$ cat config.mk
export PLATFORM = sky130hd
export DESIGN_NAME = pc_sequencer
export DESIGN_NICKNAME = d
export VERILOG_FILES = /design/src/rtl/pc_seq_pkg.sv /design/src/rtl/edge_detect.sv /design/src/rtl/pc_sequencer.sv
export SDC_FILE = /design/constraint.sdc
export NUM_CORES = 1
export LEC_CHECK = 0
export ABC_AREA = 1
export BUFFER_PORTS_ARGS = -buffer_cell sky130_fd_sc_hd__buf_4
export CAP_MARGIN = 40
export CORE_ASPECT_RATIO = 1.2
export CORE_MARGIN = 1.5
export CORE_UTILIZATION = 52
export DETAILED_ROUTE_END_ITERATION = 16
export HOLD_SLACK_MARGIN = 0.05
export PLACE_DENSITY = 0.92
export SLEW_MARGIN = 20
export SYNTH_ARGS = -nofsm -noshare
export SYNTH_HDL_FRONTEND = slang
export SYNTH_HIERARCHICAL = 1
export SYNTH_SLANG_ARGS = --single-unit
$ cat constraint.sdc
create_clock -name clk -period 3.3 [get_ports clk]
set_clock_uncertainty 0.2 [all_clocks]
set_input_delay 0.33 -clock clk [delete_from_list [all_inputs] [get_ports clk]]
set_output_delay 0.33 -clock clk [all_outputs]
set_load 0.02 [all_outputs]
$ cat src/rtl/pc_seq_pkg.sv
// Shared types and defaults for the program-counter sequencer.
// FSM state encoding is fixed because debug displays decode state_o directly.
package pc_seq_pkg;

    localparam int DEF_ADDR_W = 8;
    localparam int DEF_CNT_W  = 16;
    localparam int STATE_W    = 3;

    typedef enum logic [STATE_W-1:0] {
        ST_IDLE  = 3'd0,
        ST_RUN   = 3'd1,
        ST_STEP  = 3'd2,
        ST_HALT  = 3'd3,
        ST_BREAK = 3'd4
    } state_t;

endpackage

$ cat src/rtl/edge_detect.sv
// Registered rising-edge pulse generator with asynchronous active-low reset.
// The first clock after reset only arms the detector, so a level held high through reset makes no pulse.
module edge_detect (
    input  logic clk,
    input  logic rst_n,
    input  logic i_sig,
    output logic o_pulse
);

    logic r_armed;
    logic r_prev;
    logic r_pulse;

    always_ff @(posedge clk or negedge rst_n) begin
        if (!rst_n) begin
            r_armed <= 1'b0;
            r_prev  <= 1'b0;
            r_pulse <= 1'b0;
        end else begin
            r_armed <= 1'b1;
            r_prev  <= i_sig;
            r_pulse <= i_sig & ~r_prev & r_armed;
        end
    end

    assign o_pulse = r_pulse;

endmodule

$ cat src/rtl/pc_sequencer.sv
// Program-counter sequencer: run/step/stop/halt/clear control, jump/branch next-PC and retired counter.
// Optional breakpoint support is enabled with the PC_SEQ_BREAKPOINT_EN macro.
module pc_sequencer
    import pc_seq_pkg::*;
#(
    parameter int                ADDR_W     = DEF_ADDR_W,
    parameter logic [ADDR_W-1:0] RESET_ADDR = '0,
    parameter int                CNT_W      = DEF_CNT_W
) (
    input  logic               clk,
    input  logic               rst_n,
    input  logic               tick_i,
    input  logic               run_i,
    input  logic               step_i,
    input  logic               stop_i,
    input  logic               clear_i,
    input  logic               halt_i,
    input  logic               jump_i,
    input  logic [ADDR_W-1:0]  jump_addr_i,
    input  logic               branch_i,
    input  logic               zero_i,
    input  logic [ADDR_W-1:0]  br_off_i,
    input  logic [ADDR_W-1:0]  bp_addr_i,
    input  logic               bp_en_i,
    output logic [ADDR_W-1:0]  pc_o,
    output logic [ADDR_W-1:0]  pc_plus1_o,
    output logic [STATE_W-1:0] state_o,
    output logic [CNT_W-1:0]   retired_o,
    output logic               halted_o,
    output logic               at_bp_o
);

    state_t              r_state;
    state_t              w_state_nxt;
    logic [ADDR_W-1:0]   r_pc;
    logic [CNT_W-1:0]    r_retired;
    logic                r_halted;
    logic                r_at_bp;
    logic                w_run_edge;
    logic                w_step_edge;
    logic                w_advance;
    logic                w_bp_hit;
    logic [ADDR_W-1:0]   w_pc_plus1;
    logic [ADDR_W-1:0]   w_next_pc;

    edge_detect u_run_edge (
        .clk     (clk),
        .rst_n   (rst_n),
        .i_sig   (run_i),
        .o_pulse (w_run_edge)
    );

    edge_detect u_step_edge (
        .clk     (clk),
        .rst_n   (rst_n),
        .i_sig   (step_i),
        .o_pulse (w_step_edge)
    );

    // Address arithmetic wraps naturally at ADDR_W bits.
    assign w_pc_plus1 = r_pc + ADDR_W'(1);
    assign w_next_pc  = jump_i              ? jump_addr_i :
                        (branch_i & zero_i) ? (w_pc_plus1 + br_off_i) :
                                              w_pc_plus1;

`ifdef PC_SEQ_BREAKPOINT_EN
    assign w_bp_hit = bp_en_i && (w_next_pc == bp_addr_i);
`else
    logic w_unused_bp;
    assign w_unused_bp = &{1'b0, bp_addr_i, bp_en_i};
    assign w_bp_hit    = 1'b0;
`endif

    always_comb begin
        w_state_nxt = r_state;
        w_advance   = 1'b0;
        if (clear_i) begin
            w_state_nxt = ST_IDLE;
        end else begin
            case (r_state)
                ST_IDLE, ST_BREAK: begin
                    if (w_run_edge) begin
                        w_state_nxt = ST_RUN;
                    end else if (w_step_edge) begin
                        w_state_nxt = ST_STEP;
                    end
                end
                ST_RUN: begin
                    if (stop_i) begin
                        w_state_nxt = ST_IDLE;
                    end else if (tick_i) begin
                        if (halt_i) begin
                            w_state_nxt = ST_HALT;
                        end else begin
                            w_advance = 1'b1;
                            if (w_bp_hit) begin
                                w_state_nxt = ST_BREAK;
                            end
                        end
                    end
                end
                ST_STEP: begin
                    if (stop_i) begin
                        w_state_nxt = ST_IDLE;
                    end else if (tick_i) begin
                        if (halt_i) begin
                            w_state_nxt = ST_HALT;
                        end else begin
                            w_advance   = 1'b1;
                            w_state_nxt = ST_IDLE;
                        end
                    end
                end
                ST_HALT: begin
                    w_state_nxt = ST_HALT;
                end
                default: begin
                    w_state_nxt = ST_IDLE;
                end
            endcase
        end
    end

    always_ff @(posedge clk or negedge rst_n) begin
        if (!rst_n) begin
            r_state   <= ST_IDLE;
            r_pc      <= RESET_ADDR;
            r_retired <= '0;
            r_halted  <= 1'b0;
            r_at_bp   <= 1'b0;
        end else begin
            r_state  <= w_state_nxt;
            // Decode the next state so the flags line up with state_o.
            r_halted <= (w_state_nxt == ST_HALT);
            r_at_bp  <= (w_state_nxt == ST_BREAK);
            if (clear_i) begin
                r_pc      <= RESET_ADDR;
                r_retired <= '0;
            end else if (w_advance) begin
                r_pc <= w_next_pc;
                if (r_retired != {CNT_W{1'b1}}) begin
                    r_retired <= r_retired + CNT_W'(1);
                end
            end
        end
    end

    assign pc_o       = r_pc;
    assign pc_plus1_o = w_pc_plus1;
    assign state_o    = r_state;
    assign retired_o  = r_retired;
    assign halted_o   = r_halted;
    assign at_bp_o    = r_at_bp;

endmodule

==> qor.csv, run 1 <==
stage,metric,value,unit
yosys,syn_area_per_cell,7.07,um^2
critical_path,slowest_delay,0.41,ns
clocking,clock_latency,0.29,ns
yosys,synthCells,348,
yosys,yosys-top-cells-count,"nand2_1 (92), inv_1 (48), nor2_1 (36), dfrtp_1 (35), nand3_1 (27)",
placement,dp_hpwl,4570,um
clocking,clk_pin_slew,0.07,ns
critical_path,worstPathArrival,2.77,ns
floorplan,dieArea,5150,um^2
cells_and_area,layout.cells.non_filler,476,
critical_path,crit_slowest_cell,dfrtp_1,
power,vdd_ir_drop_max,0.148,mV
clocking,cts_buffer_depth,2,
detailed_routing,drt_pass1_iterations,5,
detailed_routing,post_drt_wl_per_cell,12.4,um
power,p_leak,1.59,nW
critical_path,worstPathRequired,3.29,ns
grt,grt-ovfl-total,0,
grt,antenna_found_initial,0,
yosys,syn-num-nets,394,
detailed_routing,drt_first_iter_violations,191,
run,cap_violations,0,
power,powerDensity,276,nW/um^2
timing,rsz0062_at_grt,no,
floorplan,design.portCount,73,
cells_and_area,drive_gt1_share,21.8,%
floorplan,die_h,78.3,um
clocking,clock_sinks,35,
floorplan,die_x,65.8,um
yosys,synth_top_area_cell,dfrtp_1,
cells_and_area,diodes,0,
floorplan,start_util,53.9,%
timing,fin_crit,2.78,ns
critical_path,endpoint_kind,register,
clocking,cts_inserted_buffers,5,
yosys,yosys.cell_count.top_type,nand2_1,
timing,final.setup.tns,0,ns
timing,finalCritPeriodShare,84.2,%
grt,grt_pass1_vias,2518,
timing,finalHoldViolCount,0,
yosys,synth_area_leaders,"dfrtp_1 (36%), nand2_1 (14%), inv_1 (7.3%)",
placement,portBuffers,63,
clocking,root_buffer,clkbuf_8,
timing,max_freq,0.360,GHz
grt,grt_max_degree,36,
placement,routabilityCongestion,0.894,
critical_path,path_cells,"inv_1, nor2_1, inv_1, o21ai_0, nand2_1, ha_1, nand2_1, inv_1, nand2_1, o21ai_0, nand3_1, nand3_1, nand2_1, nand2_1, nand2_1",
yosys,synth_cell_types,39,
cells_and_area,syn2layout_area_growth,25.2,%
detailed_routing,vias,2529,
yosys,ys_warn_count,6,
timing,slew_headroom,66.2,%
detailed_routing,ant_nets,0,
floorplan,coreArea,4560,um^2
yosys,async_reset_ff_share,100,%
detailed_routing,viasPerCell,5.31,
yosys,synth_ff_type,dfrtp_1,
timing,drv_slew,0,
placement,dp.cells,465,
grt,grt_pass1_wl,10500,um
timing,worstMarginPinSlew,0.505,ns
critical_path,crit_fanout,6,
clocking,post_cts_buffers,0,
detailed_routing,drt-total-wl,5920,um
clocking,htree_levels,2,
grt,grt.total_usage,25.7,%
critical_path,startpoint_type,register,
min_path,hp-class,input pin to register,
cells_and_area,nets,463,
yosys,ys_ff_latch,35,
yosys,netlist_area,2460,um^2
critical_path,cp_common_cell,nand2_1,
detailed_routing,drcViolationCount,0,
timing,setup_viol,0,
yosys,synth-seq-area-share,35.6,%
clocking,cts_tree,built,
critical_path,crit_type,register to register,
run_status,outcome,"finished, final reports clean",
yosys,synth-edff-count,0,
floorplan,rows,27,
yosys,synth.top_cell.area_share,35.6,%
[final timing paths]
| kind | from | end | slack [ns] | cells past startpoint |
|---|---|---|---|---|
| min in group asynchronous | rst_n | retired_o[8] | 0.32 | 2 |
| worst max register to register | pc_o[0] | pc_o[7] | 0.52 | 15 |
| max in group asynchronous | rst_n | retired_o[2] | 2.27 | 2 |
| worst max-delay path | pc_o[0] | pc_o[7] | 0.52 | 15 |
| worst min register to register | u_run_edge/r_prev | u_run_edge/o_pulse | 0.21 | 1 |
| worst min-delay path | clear_i | state_o[0] | 0.12 | 2 |
[routing by layer]
metal | vias to the layer above | global-route usage [%] | share of wire (%)
met1 | 1169 | 28.8 | 39
li1 | 1256 | - | -
met3 | 18 | 5.30 | 5.9
met4 | 0 | 10.8 | 2.5
met5 | - | 0 | 0
met2 | 86 | 46.2 | 52
[where the power goes]
part / internal [mW] / switching [mW]
combinational: 0.0465 / 0.0672
clock: 0.144 / 0.153
sequential: 0.434 / 0.00434
[cells by family after synthesis]
kind of cell,after synthesis,share of synthesized area [%]
xor+xnor,8,2.85
other cells,2,0.305
simple gates,189,34.1
fa+ha+maj,10,5.39
flops,35,35.6
compound gates,48,12.2
buf+inv,56,9.61
[cells in the final DEF, fill, tap and decap left out, drive strengths merged]
| master | instances |
|---|---|
| dfrtp | 35 |
| conb | 2 |
| nor3 | 15 |
| nand3 | 28 |
| a31o | 1 |
| nor2 | 41 |
| a211oi | 2 |
| o21ai | 24 |
| xor2 | 6 |
| a21o | 2 |
| ha | 9 |
| clkinv | 5 |
| buf | 63 |
| dlygate4sd3 | 3 |
| o21bai | 1 |
| xnor2 | 2 |
| nand4 | 6 |
| a31oi | 1 |
| and3 | 1 |
| inv | 50 |
| o22ai | 2 |
| o211ai | 4 |
| o21a | 1 |
| or2 | 1 |
| nand2 | 95 |
| fa | 1 |
| clkbuf | 5 |
| nand3b | 2 |
| a21oi | 10 |
[area by class of cell]
class                           count  area (um^2)
Fill cell                         373         1480
Multi-Input combinational cell    257         1350
Sequential cell                    35          876
Timing Repair Buffer               66          503
Inverter                           52          198
Tap cell                           58         72.6
Clock buffer                        5         68.8
Clock inverter                      3         15.0
[stage by stage]
step | hold WS [ns] | setup WS, ns | area (um^2) | utilization, % | total power [mW]
6_report | 0.121 | 0.520 | 3080 | 67.5 | 0.850
5_1_grt | 0.122 | 0.256 | 3080 | 67.5 | 0.896
4_1_cts | 0.107 | 0.536 | 3080 | 67.5 | 0.860
3_5_place_dp | 0.105 | 0.548 | 2970 | 65.0 | 0.557
3_3_place_gp | 0.101 | 0.661 | 2970 | 65.0 | 0.554
2_1_floorplan | -0.166 | 0.547 | 2460 | - | 0.510
[state kept, by name, indices dropped and copies added, names as in the netlist]
| name | flops |
|---|---|
| at_bp_o | 1 |
| halted_o | 1 |
| pc_o | 8 |
| retired_o | 16 |
| state_o | 3 |
| u_run_edge/o_pulse | 1 |
| u_run_edge/r_armed | 1 |
| u_run_edge/r_prev | 1 |
| u_step_edge/o_pulse | 1 |
| u_step_edge/r_armed | 1 |
| u_step_edge/r_prev | 1 |
[repair_timing]
item / in CTS / in global routing
endpoints found under the hold margin: 37 / 0
gates resized for setup: 0 / 0
hold buffers: 3 / 0
[worst max-delay path: cells and delay by family (launching register included)]
kind / cells / cell delay, ns
AOI/OAI and AO/OA: 2 / 0.49
and+or+nand+nor: 9 / 0.96
buffers and inverters: 3 / 0.25
adders and majority gates: 1 / 0.37
DFF: 1 / 0.41
No activity file was read; power rests on OpenSTA's default activity.
==> run 2: changes to the inputs <==
Settings changed: ABC_AREA 1 to 0, CORE_UTILIZATION 52 to 50, PLACE_DENSITY 0.92 to 0.91.
Clock period 3.3 ns to 2.9 ns, I/O delays scaled along.
==> run 2 against run 1 <==
Critical path depth is 6 lower. Die area shrank 7.9%. Global-route usage is 3.7 points lower. Fmax is 0.69% lower. Non-clock buffer count grew 9. Combinational power is 17% higher. Clock power rose by 52%. Utilization is 4.3 points higher. Hold slack got worse by 0.017 ns. Final area fell by 2.1%. Via count fell by 19%. Synthesized cell count decreased by 33%. Critical endpoint is now pc_o[6].
==> qor.csv, run 2 <==
stage,metric,value,unit,change
floorplan,start_util,51.7,%,was 53.9%
critical_path,crit_type,register to register,,unchanged
yosys,async_reset_ff_share,100,%,unchanged
grt,grt.total_usage,22.0,%,was 25.7%
critical_path,worstPathRequired,2.90,ns,was 3.29 ns
floorplan,die_x,63.1,um,was 65.8 um
critical_path,crit_fanout,4,,was 6
clocking,cts_buffer_depth,2,,unchanged
cells_and_area,multi_input_area,1330,um^2,was 1350 um^2
yosys,yosys-top-cells-count,"dfrtp_1 (35), nor2_1 (29), nand2_1 (19), a21oi_1 (16), xor2_1 (16)",,"was nand2_1 (92), inv_1 (48), nor2_1 (36), dfrtp_1 (35), nand3_1 (27)"
timing,drv_slew,0,,unchanged
critical_path,endpoint_kind,register,,unchanged
detailed_routing,vias,2055,,was 2529
floorplan,design.portCount,73,,unchanged
critical_path,worstPathArrival,2.79,ns,was 2.77 ns
detailed_routing,drcViolationCount,0,,unchanged
cells_and_area,mostFrequentLayoutCell,buf_4,,was nand2_1
timing,setup_viol,0,,unchanged
timing,slew_headroom,66.3,%,was 66.2%
timing,max_freq,0.357,GHz,was 0.360 GHz
timing,final.setup.tns,0,ns,unchanged
grt,grt_max_degree,36,,unchanged
critical_path,r2r_slack,0.10,ns,was 0.52 ns
clocking,clk_pin_slew,0.07,ns,about the same
clocking,cts_tree,built,,unchanged
grt,grt_pass1_wl,8160,um,was 10500 um
cells_and_area,diodes,0,,unchanged
grt,antenna_found_initial,0,,unchanged
critical_path,crit_path_end,pc_o[6],,was pc_o[7]
power,vdd_ir_drop_max,0.330,mV,was 0.148 mV
critical_path,startpoint_type,register,,unchanged
floorplan,rows,26,,was 27
cells_and_area,syn2layout_area_growth,39.0,%,was 25.2%
cells_and_area,nFillCells,332,,was 373
placement,placed_cell_area,2780,um^2,was 2970 um^2
cells_and_area,final_cell_mix,"buf_4 (71), nor2_1 (29), dfrtp_1 (29), nand2_1 (19), a21oi_1 (16)",,"was nand2_1 (92), buf_4 (63), inv_1 (48), nor2_1 (36), dfrtp_1 (35)"
placement,portBuffers,63,,unchanged
clocking,root_buffer,clkbuf_8,,unchanged
detailed_routing,viasPerCell,5.63,,was 5.31
detailed_routing,drt_pass1_iterations,4,,was 5
placement,dp_hpwl,3800,um,was 4570 um
yosys,synth.top_cell.area_share,40.4,%,was 35.6%
yosys,synth-seq-area-share,40.4,%,was 35.6%
timing,finalCritPeriodShare,96.5,%,was 84.2%
detailed_routing,drt_first_iter_violations,126,,was 191
timing,worstMarginPinSlew,0.501,ns,was 0.505 ns
yosys,netlist_area,2170,um^2,was 2460 um^2
floorplan,die_h,75.2,um,was 78.3 um
yosys,synthCells,232,,was 348
cells_and_area,seq_area,883,um^2,was 876 um^2
placement,routabilityCongestion,0.790,,was 0.894
floorplan,dieArea,4740,um^2,was 5150 um^2
detailed_routing,post_drt_wl_per_cell,14.3,um,was 12.4 um
power,powerDensity,359,nW/um^2,was 276 nW/um^2
critical_path,r2r_cells,9,,was 15
grt,grt-ovfl-total,0,,unchanged
power,finalPower,1.08,mW,was 0.850 mW
cells_and_area,nets,354,,was 463
yosys,ys_warn_count,6,,unchanged
yosys,synth_cell_types,47,,was 39
cells_and_area,drive_gt1_share,35.0,%,was 21.8%
yosys,synth-edff-count,0,,unchanged
placement,dp.cells,350,,was 465
floorplan,coreArea,4200,um^2,was 4560 um^2
clocking,clock_sinks,35,,unchanged
cells_and_area,postLayoutCellArea,3020,um^2,was 3080 um^2
yosys,synth_top_area_cell,dfrtp_1,,unchanged
clocking,clock_latency,0.29,ns,about the same
yosys,synth_ff_type,dfrtp_1,,unchanged
cells_and_area,layout.cells.non_filler,365,,was 476
run,cap_violations,0,,unchanged
grt,grt_pass1_vias,1902,,was 2518
yosys,yosys.cell_count.top_type,dfrtp_1,,was nand2_1
detailed_routing,ant_nets,0,,unchanged
critical_path,critPathLaunch,pc_o[1],,was pc_o[0]
clocking,htree_levels,2,,unchanged
yosys,ys_ff_latch,35,,unchanged
critical_path,worstReg2RegEnd,pc_o[6],,was pc_o[7]
timing,fin_crit,2.80,ns,was 2.78 ns
clocking,cts_inserted_buffers,5,,unchanged
min_path,hp-class,input pin to register,,unchanged
yosys,syn-num-nets,278,,was 394
timing,hold_slack,0.104,ns,was 0.121 ns
yosys,synth_area_leaders,"dfrtp_1 (40%), xor2_1 (6.5%), ha_1 (5.2%)",,"was dfrtp_1 (36%), nand2_1 (14%), inv_1 (7.3%)"
yosys,syn_area_per_cell,9.35,um^2,was 7.07 um^2
critical_path,worstReg2RegStart,pc_o[1],,was pc_o[0]
cells_and_area,largest_reg_flops,16,,unchanged
timing,finalHoldViolCount,0,,unchanged
detailed_routing,drt-total-wl,5210,um,was 5920 um
power,p_leak,1.42,nW,was 1.59 nW
run_status,outcome,"finished, final reports clean",,unchanged
[run 2: changes by cell type in the layout (fill, tap and decap cells not counted), sizes merged, moves of 5 or more]
cell | previous run | this run
xor2 | 6 | 16
a21oi | 10 | 16
nand3 | 28 | 11
nor2 | 41 | 29
nor3 | 15 | 4
xnor2 | 2 | 7
o21ai | 24 | 9
inv | 50 | 10
and3 | 1 | 6
nand2 | 95 | 19
buf | 63 | 72
[run 2: where the power goes]
group          internal [mW]  leakage [nW]  switching (mW)
logic                 0.0632         0.890          0.0694
registers              0.495         0.468         0.00551
clock network          0.278        0.0612           0.173
total                  0.836          1.42           0.248
[run 2: kinds of logic (layout without fill, tap and decap cells)]
logic type | Yosys count | after routing | synth area share (%)
DFF | 35 | 35 | 40.4
and+or+nand+nor | 93 | 93 | 22.5
muxes | 5 | 5 | 2.36
adders and majority gates | 10 | 10 | 6.11
buffers and inverters | 16 | 93 | 3.11
other | 2 | 2 | 0.346
AOI/OAI and AO/OA | 48 | 48 | 15.9
xor gates and xnor gates | 23 | 23 | 9.28
[run 2: cell type report]
cell class	instances	share of cell area, %
clock buffers	6	2.74
clock inverters	2	1.16
repair buffers	75	19.3
well taps	56	2.32
flip-flops and latches	35	29.3
multi-input cells	181	43.9
inverters	10	1.24
[run 2: worst min path at each step]
| stage | from | to | cells after the start |
|---|---|---|---|
| after global routing | jump_addr_i[5] | pc_o[5] | 3 |
| after global placement | rst_n | retired_o[6] | 1 |
| after detailed placement | rst_n | retired_o[6] | 1 |
| final | jump_addr_i[5] | pc_o[5] | 3 |
| after CTS | jump_addr_i[5] | pc_o[5] | 3 |
| after floorplan | rst_n | at_bp_o | 0 |
[run 2: timing repair]
action                                  4_1_cts  5_1_grt
hold buffers                                  3        0
gates resized for setup                       1       12
endpoints found under the hold margin        38        0
buffers inserted                              0        4
pin swaps                                     0        3
endpoints found under the setup margin        1        2
[run 2: per-stage QoR]
step           util, %  worst slack (ns)
2_1_floorplan        -          0.000319
3_3_place_gp      66.3            0.0903
3_5_place_dp      66.3          -0.00641
4_1_cts           70.0            0.0224
5_1_grt           71.9           -0.0357
6_report          71.9             0.100
[run 2: worst max-delay path, cell delays in order, from the launching register on]
cell      delay, ns
dfrtp_2        0.44
ha_4           0.20
xor2_4         0.16
ha_1           0.29
nor2b_2        0.17
o21ai_2        0.13
a21boi_2       0.08
or4b_1         0.47
a311o_1        0.34
a221oi_2       0.22
[run 2: layer usage]
metal	vias to the layer above	share of wire, %	global-route usage, %	wire (um)
met4	0	1.5	10.4	77
met3	9	4.7	4.04	247
met2	67	54	40.2	2810
met1	1003	40	25.3	2080
met5	-	0	0	0
li1	976	-	-	-
==> run 3: changes to the inputs <==
Settings changed: CORE_UTILIZATION 50 to 52, CTS_BUF_LIST from default to sky130_fd_sc_hd__clkbuf_4 sky130_fd_sc_hd__clkbuf_8, PLACE_DENSITY 0.91 to 0.94.
==> run 3 against run 2 <==
Clock-buffer cell count decreased by 1. Hold slack about the same. Critical path type unchanged. Sequential cell count did not move. Wire length is 2.9% lower. Via count is 2.7% lower.
==> qor.csv, run 3 (synthesis gave the netlist of run 2 again) <==
stage,metric,value,unit,change
detailed_routing,drcViolationCount,0,,unchanged
clocking,cts_tree,built,,unchanged
placement,dp.cells,348,,was 350
timing,slew_headroom,65.5,%,was 66.3%
timing,finalCritPeriodShare,97.2,%,was 96.5%
grt,grt_pass1_wl,8000,um,was 8160 um
timing,worstMarginPinSlew,0.512,ns,was 0.501 ns
clocking,clk_pin_slew,0.07,ns,about the same
critical_path,worstPathArrival,2.82,ns,was 2.79 ns
run_status,outcome,"finished, final reports clean",,unchanged
grt,grt_max_degree,36,,unchanged
floorplan,coreArea,3970,um^2,was 4200 um^2
cells_and_area,drive_gt1_share,33.1,%,was 35.0%
timing,worst_slack,0.0809,ns,was 0.100 ns
cells_and_area,postLayoutCellArea,2960,um^2,was 3020 um^2
floorplan,rows,25,,was 26
placement,dp_hpwl,3780,um,was 3800 um
detailed_routing,drt_first_iter_violations,113,,was 126
cells_and_area,diodes,0,,unchanged
timing,setup_viol,0,,unchanged
critical_path,crit_type,register to register,,unchanged
cells_and_area,syn2layout_area_growth,36.5,%,was 39.0%
detailed_routing,post_drt_wl_per_cell,14.0,um,was 14.3 um
min_path,hp-class,input pin to register,,unchanged
clocking,cts_inserted_buffers,5,,unchanged
clocking,clock_sinks,35,,unchanged
timing,hold_slack,0.104,ns,about the same
critical_path,endpoint_kind,register,,unchanged
detailed_routing,ant_nets,0,,unchanged
timing,drv_slew,0,,unchanged
clocking,cts_buffer_depth,2,,unchanged
floorplan,die_x,62.0,um,was 63.1 um
grt,antenna_found_initial,0,,unchanged
timing,final.setup.tns,0,ns,unchanged
critical_path,worstReg2RegStart,pc_o[1],,unchanged
critical_path,critPathLaunch,pc_o[1],,unchanged
critical_path,startpoint_type,register,,unchanged
critical_path,worstPathRequired,2.90,ns,about the same
placement,post-place-ws,0.00590,ns,was -0.00641 ns
power,powerDensity,329,nW/um^2,was 359 nW/um^2
power,vdd_ir_drop_max,0.308,mV,was 0.330 mV
min_path,min-delay-start,jump_addr_i[5],,unchanged
clocking,clock_latency,0.28,ns,was 0.29 ns
floorplan,start_util,54.6,%,was 51.7%
grt,grt.total_usage,23.6,%,was 22.0%
placement,placed_cell_area,2780,um^2,about the same
detailed_routing,drt-total-wl,5060,um,was 5210 um
timing,max_freq,0.355,GHz,was 0.357 GHz
floorplan,dieArea,4570,um^2,was 4740 um^2
timing,fin_crit,2.82,ns,was 2.80 ns
clocking,htree_levels,2,,unchanged
cells_and_area,largest_reg_flops,16,,unchanged
detailed_routing,viasPerCell,5.52,,was 5.63
run,cap_violations,0,,unchanged
cells_and_area,mostFrequentLayoutCell,buf_4,,unchanged
cells_and_area,nets,353,,was 354
clocking,root_buffer,clkbuf_8,,unchanged
critical_path,crit_fanout,3,,was 4
floorplan,die_h,73.8,um,was 75.2 um
placement,portBuffers,63,,unchanged
placement,routabilityCongestion,0.775,,was 0.790
cells_and_area,layout.cells.non_filler,362,,was 365
detailed_routing,vias,2000,,was 2055
detailed_routing,drt_pass1_iterations,4,,unchanged
grt,grt_pass1_vias,1841,,was 1902
grt,grt-ovfl-total,0,,unchanged
cells_and_area,final_cell_mix,"buf_4 (71), dfrtp_1 (31), nor2_1 (28), nand2_1 (19), a21oi_1 (16)",,"was buf_4 (71), nor2_1 (29), dfrtp_1 (29), nand2_1 (19), a21oi_1 (16)"
power,p_leak,1.40,nW,was 1.42 nW
timing,finalHoldViolCount,0,,unchanged
floorplan,design.portCount,73,,unchanged
## run 3: cell count changes in the layout (fill, tap and decap cells not counted), moves of 2 or more
cell        delta
dfrtp_2        -2
ha_2           -2
clkinvlp_4     +2
dfrtp_1        +2
## run 3: final timing paths
check	to	slack [ns]	depth (start not counted)
hold / removal	pc_o[5]	0.10	3
max in group asynchronous	pc_o[1]	1.87	2
min in group asynchronous	retired_o[3]	0.30	2
hold reg to reg	u_step_edge/o_pulse	0.29	1
setup reg to reg	pc_o[6]	0.08	9
setup / recovery	pc_o[6]	0.08	9
## run 3: worst max-delay path, stage by stage (launching register included)
cell	delay, ns
dfrtp_2	0.43
ha_4	0.19
xor2_4	0.18
ha_4	0.23
nor2b_1	0.14
o21ai_1	0.23
a21boi_2	0.11
or4b_1	0.47
a311o_1	0.34
a221oi_2	0.20
## run 3: repair_timing
item                                   in CTS  in global routing
hold buffers                                3                  0
endpoints found under the hold margin      38                  0
pin swaps                                   0                  2
setup endpoints to repair                   1                  2
buffers inserted                            1                  2
resized for setup                           0                  8
## run 3: metrics by stage
| step | utilization, % | total power [mW] |
|---|---|---|
| 3_3_place_gp | 70.0 | 0.630 |
| 4_1_cts | 73.2 | 0.983 |
| 2_1_floorplan | - | 0.573 |
| 3_5_place_dp | 70.0 | 0.634 |
| 6_report | 74.6 | 0.973 |
| 5_1_grt | 74.6 | 1.02 |
## run 3: cell type report
class	count	area, um^2
Tap cell	54	67.6
Clock inverter	3	20.0
Timing Repair Buffer	74	563
Fill cell	292	1010
Multi-Input combinational cell	181	1320
Sequential cell	35	881
Clock buffer	5	68.8
Inverter	10	37.5
## run 3: metal layers
| metal | vias to the layer above | routed length (um) | track usage, % |
|---|---|---|---|
| li1 | 978 | - | - |
| met1 | 948 | 1980 | 28.2 |
| met2 | 66 | 2740 | 41.6 |
| met3 | 8 | 273 | 5.11 |
| met4 | 0 | 64 | 6.38 |
| met5 | - | 0 | 0 |
## run 3: power breakdown
| group | internal (mW) | total [mW] | switching [mW] |
|---|---|---|---|
| Sequential | 0.495 | 0.500 | 0.00573 |
| Clock | 0.167 | 0.341 | 0.175 |
| Combinational | 0.0624 | 0.131 | 0.0689 |
